## config.mk

```make
export PLATFORM = sky130hd
export DESIGN_NAME = lsq_ret_bundle_buf
export DESIGN_NICKNAME = d
export VERILOG_FILES = /design/src/rtl/lsq_pkg.sv /design/src/rtl/lsq_bundle_entry.sv /design/src/rtl/lsq_ret_bundle_buf.sv
export SDC_FILE = /design/constraint.sdc
export NUM_CORES = 2
export LEC_CHECK = 0
export CAP_MARGIN = 20
export CORE_AREA = 2 2 328 330
export CTS_BUF_LIST = sky130_fd_sc_hd__clkbuf_8
export CTS_CLUSTER_SIZE = 12
export DETAILED_ROUTE_END_ITERATION = 7
export DIE_AREA = 0 0 330 332
export HOLD_SLACK_MARGIN = 0.12
export MAX_ROUTING_LAYER = met4
export SETUP_SLACK_MARGIN = 0.3
export SYNTH_ARGS = -nofsm -noshare
export SYNTH_HDL_FRONTEND = slang
export SYNTH_SLANG_ARGS = --single-unit
```

## constraint.sdc

```tcl
create_clock -name clk -period 26.9 [get_ports clk]
set_input_delay 6.725 -clock clk [delete_from_list [all_inputs] [get_ports clk]]
set_output_delay 6.725 -clock clk [all_outputs]
set_load 0.05 [all_outputs]
```

## src/rtl/lsq_pkg.sv

```systemverilog
// Shared types and constants for the LSQ retire bundle buffer.
//   lsq_bundle_t : one retire bundle (II, slot mask, slot indices, exception info,
//                  wait/load conflict flags and the shared payload).
//   LSQ_SLOTS    : memory-op slots per bundle.
//   LSQ_II_IDLE  : II presented downstream when no bundle is queued.
`ifndef LSQSHARE_WIDTH
`define LSQSHARE_WIDTH 16
`endif

package lsq_pkg;

  localparam int unsigned LSQ_SLOTS   = 6;
  localparam logic [5:0]  LSQ_II_IDLE = 6'h3f;
  // Widest shared payload an entry can hold; the top zero-extends narrower payloads.
  localparam int unsigned LSQ_SHR_W   = `LSQSHARE_WIDTH;

  typedef struct packed {
    logic [5:0]             ii;
    logic [LSQ_SLOTS-1:0]   mask;
    logic [4*LSQ_SLOTS-1:0] slot_ii;
    logic [LSQ_SLOTS-1:0]   excpt;
    logic [4*LSQ_SLOTS-1:0] exbits;
    logic [LSQ_SLOTS-1:0]   wait_confl;
    logic [LSQ_SLOTS-1:0]   ld_confl;
    logic [LSQ_SHR_W-1:0]   shr;
  } lsq_bundle_t;

endpackage

```

## src/rtl/lsq_bundle_entry.sv

```systemverilog
// One retire-bundle slot of the buffer.
// Ports:
//   clk_i, rst_i        : clock, async active-high reset
//   flush_i             : thread flush, drops the entry
//   push_i, wr_data_i   : load a new bundle (unsealed, ld_confl already cleared)
//   pop_i               : entry leaves from the head
//   upd_*_i             : conflict update broadcast, matched by II
//   valid_o, sealed_o   : entry state
//   data_o              : stored bundle
module lsq_bundle_entry
  import lsq_pkg::*;
(
  input  logic                 clk_i,
  input  logic                 rst_i,
  input  logic                 flush_i,
  input  logic                 push_i,
  input  lsq_bundle_t          wr_data_i,
  input  logic                 pop_i,
  input  logic                 upd_en_i,
  input  logic [5:0]           upd_ii_i,
  input  logic [LSQ_SLOTS-1:0] upd_ld_confl_i,
  input  logic                 upd_seal_i,
  output logic                 valid_o,
  output logic                 sealed_o,
  output lsq_bundle_t          data_o
);

  logic        valid_q, valid_d;
  logic        sealed_q, sealed_d;
  lsq_bundle_t data_q, data_d;

  always_comb begin
    valid_d  = valid_q;
    sealed_d = sealed_q;
    data_d   = data_q;
    if (flush_i) begin
      valid_d  = 1'b0;
      sealed_d = 1'b0;
    end else begin
      if (pop_i) begin
        valid_d  = 1'b0;
        sealed_d = 1'b0;
      end
      // Push wins over pop: a full buffer reuses the head slot in the same cycle.
      if (push_i) begin
        valid_d  = 1'b1;
        sealed_d = 1'b0;
        data_d   = wr_data_i;
      end
      // Match against the post-push contents so a same-cycle update reaches a new bundle.
      if (upd_en_i && valid_d && (data_d.ii == upd_ii_i)) begin
        data_d.ld_confl = data_d.ld_confl | upd_ld_confl_i;
        if (upd_seal_i) begin
          sealed_d = 1'b1;
        end
      end
    end
  end

  always_ff @(posedge clk_i or posedge rst_i) begin
    if (rst_i) begin
      valid_q  <= 1'b0;
      sealed_q <= 1'b0;
      data_q   <= '0;
    end else begin
      valid_q  <= valid_d;
      sealed_q <= sealed_d;
      data_q   <= data_d;
    end
  end

  assign valid_o  = valid_q;
  assign sealed_o = sealed_q;
  assign data_o   = data_q;

endmodule

```

## src/rtl/lsq_ret_bundle_buf.sv

```systemverilog
// Per-thread FIFO of load/store retire bundles feeding the LSQ retire-decision stage.
// Ports:
//   clk, rst                 : clock, async active-high reset
//   wr_*                     : bundle push
//   upd_*                    : late load-conflict merge / seal, matched by II
//   dataB_*                  : head bundle; dataB_enOut pops it when dataB_ready
//   except, except_thread    : flush of this thread's contents
//   wr_full, count, ovf      : occupancy status; ovf is sticky on a dropped push
`ifndef LSQSHARE_WIDTH
`define LSQSHARE_WIDTH 16
`endif

module lsq_ret_bundle_buf
  import lsq_pkg::*;
#(
  parameter int unsigned DEPTH     = 8,
  parameter int unsigned SHR_WIDTH = `LSQSHARE_WIDTH,
  parameter int unsigned THREAD    = 0
) (
  input  logic                       clk,
  input  logic                       rst,
  input  logic                       wr_en,
  input  logic [5:0]                 wr_II,
  input  logic [5:0]                 wr_mask,
  input  logic [23:0]                wr_slotII,
  input  logic [5:0]                 wr_excpt,
  input  logic [23:0]                wr_exbits,
  input  logic [5:0]                 wr_wait_confl,
  input  logic [SHR_WIDTH-1:0]       wr_shr,
  input  logic                       upd_en,
  input  logic [5:0]                 upd_II,
  input  logic [5:0]                 upd_ld_confl,
  input  logic                       upd_seal,
  output logic [5:0]                 dataB_ret_mask,
  output logic [5:0]                 dataB_ld_confl,
  output logic [5:0]                 dataB_wait_confl,
  output logic [5:0]                 dataB_excpt,
  output logic [23:0]                dataB_exbits,
  output logic [5:0]                 dataB_II,
  output logic [3:0]                 dataB_II0,
  output logic [3:0]                 dataB_II1,
  output logic [3:0]                 dataB_II2,
  output logic [3:0]                 dataB_II3,
  output logic [3:0]                 dataB_II4,
  output logic [3:0]                 dataB_II5,
  output logic [SHR_WIDTH-1:0]       dataB_data_shr,
  output logic                       dataB_thread,
  output logic                       dataB_ready,
  input  logic                       dataB_enOut,
  input  logic                       except,
  input  logic                       except_thread,
  output logic                       wr_full,
  output logic [$clog2(DEPTH):0]     count,
  output logic                       ovf
);

  localparam int unsigned PtrW = $clog2(DEPTH);
  localparam int unsigned CntW = PtrW + 1;
  localparam logic        ThreadBit = 1'(THREAD);
  localparam logic [CntW-1:0] DepthCnt = CntW'(DEPTH);

  logic [PtrW-1:0] head_q, head_d;
  logic [PtrW-1:0] tail_q, tail_d;
  logic [CntW-1:0] count_q, count_d;
  logic            full_q, full_d;
  logic            ovf_q, ovf_d;

  logic [DEPTH-1:0] ent_valid;
  logic [DEPTH-1:0] ent_sealed;
  lsq_bundle_t      ent_data [DEPTH];

  lsq_bundle_t wr_bundle;
  lsq_bundle_t head_data;
  logic        head_valid;
  logic        flush;
  logic        pop;
  logic        push;

  assign flush      = except && (except_thread == ThreadBit);
  assign head_valid = ent_valid[head_q];
  assign head_data  = ent_data[head_q];
  assign dataB_ready = head_valid && ent_sealed[head_q];

  assign pop  = dataB_enOut && dataB_ready && !flush;
  // A pop in the same cycle frees the slot even when full.
  assign push = wr_en && ((count_q < DepthCnt) || pop) && !flush;

  always_comb begin
    wr_bundle            = '0;
    wr_bundle.ii         = wr_II;
    wr_bundle.mask       = wr_mask;
    wr_bundle.slot_ii    = wr_slotII;
    wr_bundle.excpt      = wr_excpt;
    wr_bundle.exbits     = wr_exbits;
    wr_bundle.wait_confl = wr_wait_confl;
    wr_bundle.ld_confl   = '0;
    wr_bundle.shr        = LSQ_SHR_W'(wr_shr);
  end

  for (genvar i = 0; i < DEPTH; i++) begin : g_entry
    lsq_bundle_entry u_entry (
      .clk_i          (clk),
      .rst_i          (rst),
      .flush_i        (flush),
      .push_i         (push && (tail_q == PtrW'(i))),
      .wr_data_i      (wr_bundle),
      .pop_i          (pop && (head_q == PtrW'(i))),
      .upd_en_i       (upd_en),
      .upd_ii_i       (upd_II),
      .upd_ld_confl_i (upd_ld_confl),
      .upd_seal_i     (upd_seal),
      .valid_o        (ent_valid[i]),
      .sealed_o       (ent_sealed[i]),
      .data_o         (ent_data[i])
    );
  end

  always_comb begin
    head_d  = head_q;
    tail_d  = tail_q;
    count_d = count_q;
    ovf_d   = ovf_q;
    if (flush) begin
      head_d  = '0;
      tail_d  = '0;
      count_d = '0;
    end else begin
      // Pointer widths equal log2(DEPTH), so the increment wraps naturally.
      if (push) tail_d = tail_q + PtrW'(1);
      if (pop)  head_d = head_q + PtrW'(1);
      count_d = count_q + CntW'(push) - CntW'(pop);
      if (wr_en && !push) ovf_d = 1'b1;
    end
    full_d = (count_d == DepthCnt);
  end

  always_ff @(posedge clk or posedge rst) begin
    if (rst) begin
      head_q  <= '0;
      tail_q  <= '0;
      count_q <= '0;
      full_q  <= 1'b0;
      ovf_q   <= 1'b0;
    end else begin
      head_q  <= head_d;
      tail_q  <= tail_d;
      count_q <= count_d;
      full_q  <= full_d;
      ovf_q   <= ovf_d;
    end
  end

  always_comb begin
    dataB_II         = LSQ_II_IDLE;
    dataB_ret_mask   = '0;
    dataB_ld_confl   = '0;
    dataB_wait_confl = '0;
    dataB_excpt      = '0;
    dataB_exbits     = '0;
    dataB_II0        = '0;
    dataB_II1        = '0;
    dataB_II2        = '0;
    dataB_II3        = '0;
    dataB_II4        = '0;
    dataB_II5        = '0;
    dataB_data_shr   = '0;
    if (head_valid) begin
      dataB_II         = head_data.ii;
      dataB_ret_mask   = head_data.mask;
      dataB_ld_confl   = head_data.ld_confl;
      dataB_wait_confl = head_data.wait_confl;
      dataB_excpt      = head_data.excpt;
      dataB_exbits     = head_data.exbits;
      dataB_II0        = head_data.slot_ii[3:0];
      dataB_II1        = head_data.slot_ii[7:4];
      dataB_II2        = head_data.slot_ii[11:8];
      dataB_II3        = head_data.slot_ii[15:12];
      dataB_II4        = head_data.slot_ii[19:16];
      dataB_II5        = head_data.slot_ii[23:20];
      dataB_data_shr   = head_data.shr[SHR_WIDTH-1:0];
    end
  end

  assign dataB_thread = ThreadBit;
  assign wr_full      = full_q;
  assign count        = count_q;
  assign ovf          = ovf_q;

endmodule

```

==> impl_results.md <==
* Total grt overflow at 0
* Synthesized area per cell at 9.423 µm²
* Pre-Repair DR Iteration Count at 8
* FFs w/ async S/R, synth at 100.0%
* Netlist Area Pre-Place at 0.03692 mm²
* Place WS at ~15000 ps
* Setup ws final at between 10000 and 15000 ps
* Synth Instances at a little under 4000
* Row count at 120
* Initial antenna violation count at 11
* IO Count at 210
* Setup violations, final at 0
* Critical path, cell by cell: buf_4 > buf_4 > mux4_2 > nand2_1 > a21oi_1 > clkdlybuf4s50_1
* Net Switching at roughly 1.5 mW
* CP Max Fanout at 49
* Port Buffers at around 210
* Setup TNS at 0 ps
* Worst Hold Class: reg2reg
* Sw frac at 35.27%
* WP data required at ~20000 ps
* Max Cap Violations at 0
* RSZ-0062 raised after global routing: false
* Rel. slew slack at a little over a quarter
* Share of cells above drive strength 1 at a little over an eighth
* Flop pwr share at about 44%
* Comb pwr share at between 20 and 30%
* R2R depth at 11
* Tmin final at ~12000 ps
* Wirelength per Cell at around 22 µm
* Initial DRC Count at ~2800
* Clock-pin slew on the worst setup and hold paths at ~60 ps
* RePlAce Congestion at about 0.9
* Kind of critical path: reg2out
* Post_cts resized at 0
* Largest net degree at the start of global routing at between 100 and 150
* Die height at 332 µm
* Critical Path Start Type: register
* Ys Warns at 0
* Yosys cell types at 72
* Critical path's largest stage delay at 930 ps
* Clock Path Buffers at 3
* Hold Buf Count CTS at 0
* Yosys reg bits at 780
* Post-Route Utilization at roughly two fifths
* Clock Tree Root: clkbuf_8
* Hold-critical path depth at 2
* Clock share of power at between 20% and 30%
* Failing checks: design-rule violations
* Critical Path AT at about 5200 ps
* Number of flops mapped to enable cells by yosys at 0
* NumNets Final at between 4000 and 5000
* H-tree levels at 4
* Hpwl dp at 65820 µm
* PwrDens at a little under 100 mW/mm²
* Area grow syn2layout at 16.18%
* Die Area at about 0.11 mm²
* Slew Viols, Final at 0
* Clock buffer count from CTS at 140
* Final wirelength at about 120000 µm
* Syn_nets at about 4000
* Clock sinks at ~800
* Final antenna-violating net count at 0
* Fin Clk Skew at between 40 and 50 ps
* Starting Density at a little over a third
* VDD IR max at 0.05759 mV
* Sequential-to-total area share from yosys stat at 52.87%
* Int Power at 2.716 mW
* Cell mode on critical path: buf_4
* Final Hold Violating Endpoints at 0
* Vias in the first global route at around 30000
* Fmax at roughly 84 MHz
* Setup bufs post-CTS at 0
* Worst path slowest cell: dfrtp_4
* Drt via density at between 5 and 6
* DRC Markers at 24
* Period utilization at ~44%
* Leak pwr at between 20 and 25 nW
* Worst-Skew Late Latency at between 800 and 900 ps
* Main flop type after synthesis: dfrtp_1
* Core ar. at around 0.11 mm²
* First-pass GRT wire length at ~180000 µm
* Outcome: finished, violations left
* CTS tree: yes
* Crit end category: output pin
* Worst slew pin tran at ~1100 ps
* Fill cells at about 10000
* Via count at between 20000 and 30000
* Global Route Usage Sum at about 22%
* Die W at 330 µm
## layout by cell type (no fill, tap or decap), types with 4 or more instances in the layout
cell                n
mux2_2             65
buf_4              42
diode_2            14
nor3_1              6
nand4_1             8
nor2b_1             9
o21ai_1            30
nand2b_1            5
o31ai_1             9
and2_1             11
and3_4              5
ha_1               16
nand3_4             8
clkinv_2           10
dfrtp_1           777
mux2i_1            16
o21ai_0            13
clkdlybuf4s50_1   208
a21oi_1           102
inv_1              81
xor2_1             11
mux4_2            192
clkinvlp_4          4
o2111ai_1           6
a32o_1              7
inv_6               5
a22o_1             14
a2111oi_0           5
xnor2_1            15
nor2_1             28
inv_8               4
nand3_1            21
clkbuf_8          167
a31oi_1             6
nand2_1          2077
mux2_1             32
o22ai_1             4
## final cells by class
type	count	area, µm²	area share [%]
Antenna cell	14	35.03	0.08168
Clock buffer	167	2298	5.358
Clock inverter	81	499.2	1.164
Inverter	31	122.6	0.2859
Multi-Input combinational cell	2776	16130	37.61
Sequential cell	780	19530	45.53
Tap cell	1403	1755	4.093
Timing Repair Buffer	255	2520	5.875
## logic make-up after synthesis
kind of cell / Yosys count / synth area share (%)
AOI/OAI and AO/OA: 228 / 3.979
xor gates and xnor gates: 26 / 0.6168
adders and majority gates: 17 / 0.5965
buffers and inverters: 362 / 3.809
DFF: 780 / 52.87
muxes: 307 / 15.21
other: 1 / 0.01016
and+or+nand+nor: 2197 / 22.91
## synthesized netlist by cell type (all sizes together), types with 3 or more instances
| cell | instances | area share (%) |
|---|---|---|
| nand2 | 2078 | 21 |
| dfrtp | 780 | 53 |
| clkbuf | 203 | 2.1 |
| mux4 | 192 | 12 |
| buf | 128 | 1.4 |
| a21oi | 102 | 1.4 |
| mux2 | 98 | 3.0 |
| o21ai | 43 | 0.58 |
| inv | 31 | 0.32 |
| nand3 | 29 | 0.42 |
| nor2 | 28 | 0.28 |
| mux2i | 17 | 0.49 |
| ha | 16 | 0.54 |
| xnor2 | 15 | 0.36 |
| a22o | 14 | 0.33 |
| and2 | 11 | 0.19 |
| xor2 | 11 | 0.26 |
| nor2b | 10 | 0.17 |
| o31ai | 10 | 0.22 |
| nand4 | 8 | 0.14 |
| a2111oi | 7 | 0.23 |
| a32o | 7 | 0.19 |
| and3 | 7 | 0.12 |
| nor3 | 7 | 0.095 |
| a31oi | 6 | 0.10 |
| o2111ai | 6 | 0.14 |
| nand2b | 5 | 0.085 |
| o22ai | 4 | 0.068 |
| o211ai | 3 | 0.061 |
| or4 | 3 | 0.061 |
## worst max-delay path, delay by kind of cell, from the launching register on
| family | cells | cell delay [ps] |
|---|---|---|
| buffers and inverters | 3 | 2600 |
| DFF | 1 | 930 |
| AOI/OAI and AO/OA | 1 | 420 |
| muxes | 1 | 340 |
| and+or+nand+nor | 1 | 60 |
## power groups by stage
stage	Clock [mW]	Combinational [mW]	Sequential [mW]
finish	1.12	1.22	1.86
global placement	0	1.19	1.86
CTS	1.15	1.22	1.85
global route	1.20	1.34	1.91
floorplan	0	0.890	1.80
detailed placement	0	1.22	1.87
## per-stage QoR
step                      cells  hold slack, ps  power, mW  cell area, µm²
after floorplan            3918           440.4      2.694           36920
after global routing       5505           477.9      4.452           42890
final                      5507           467.2      4.196           42890
after CTS                  5489           472.3      4.222           42760
after global placement     5241           451.9      3.042           39960
after detailed placement   5241           457.3      3.084           39960
## flip-flops by register name, summed over array words and instances (netlist names)
name / flops
count: 4
g_entry.u_entry.data_o: 752
g_entry.u_entry.sealed_o: 8
g_entry.u_entry.valid_o: 8
head_q: 3
ovf: 1
tail_q: 3
wr_full: 1
## layer usage
| metal | vias to the layer above | part of all wire (%) | wire [µm] | global-route usage (%) |
|---|---|---|---|---|
| li1 | 12870 | - | - | - |
| met1 | 14730 | 42 | 50090 | 29.60 |
| met2 | 1105 | 48 | 57160 | 35.06 |
| met3 | 202 | 7.3 | 8656 | 4.348 |
| met4 | 0 | 2.5 | 2981 | 7.211 |
| met5 | - | 0 | 0 | - |
## final timing paths
path	endpoint	start	slack, ps
min in group asynchronous	g_entry[1].u_entry.data_o[2]	rst	6450
hold / removal	g_entry[6].u_entry.data_o[31]	g_entry[6].u_entry.data_o[31]	470
setup / recovery	dataB_ret_mask[4]	head_q[1]	14930
max in group asynchronous	g_entry[5].u_entry.data_o[15]	rst	16610
hold reg to reg	g_entry[6].u_entry.data_o[31]	g_entry[6].u_entry.data_o[31]	470
setup reg to reg	g_entry[0].u_entry.data_o[21]	head_q[2]	20530
Note: power is estimated with default switching activity, not from simulation.
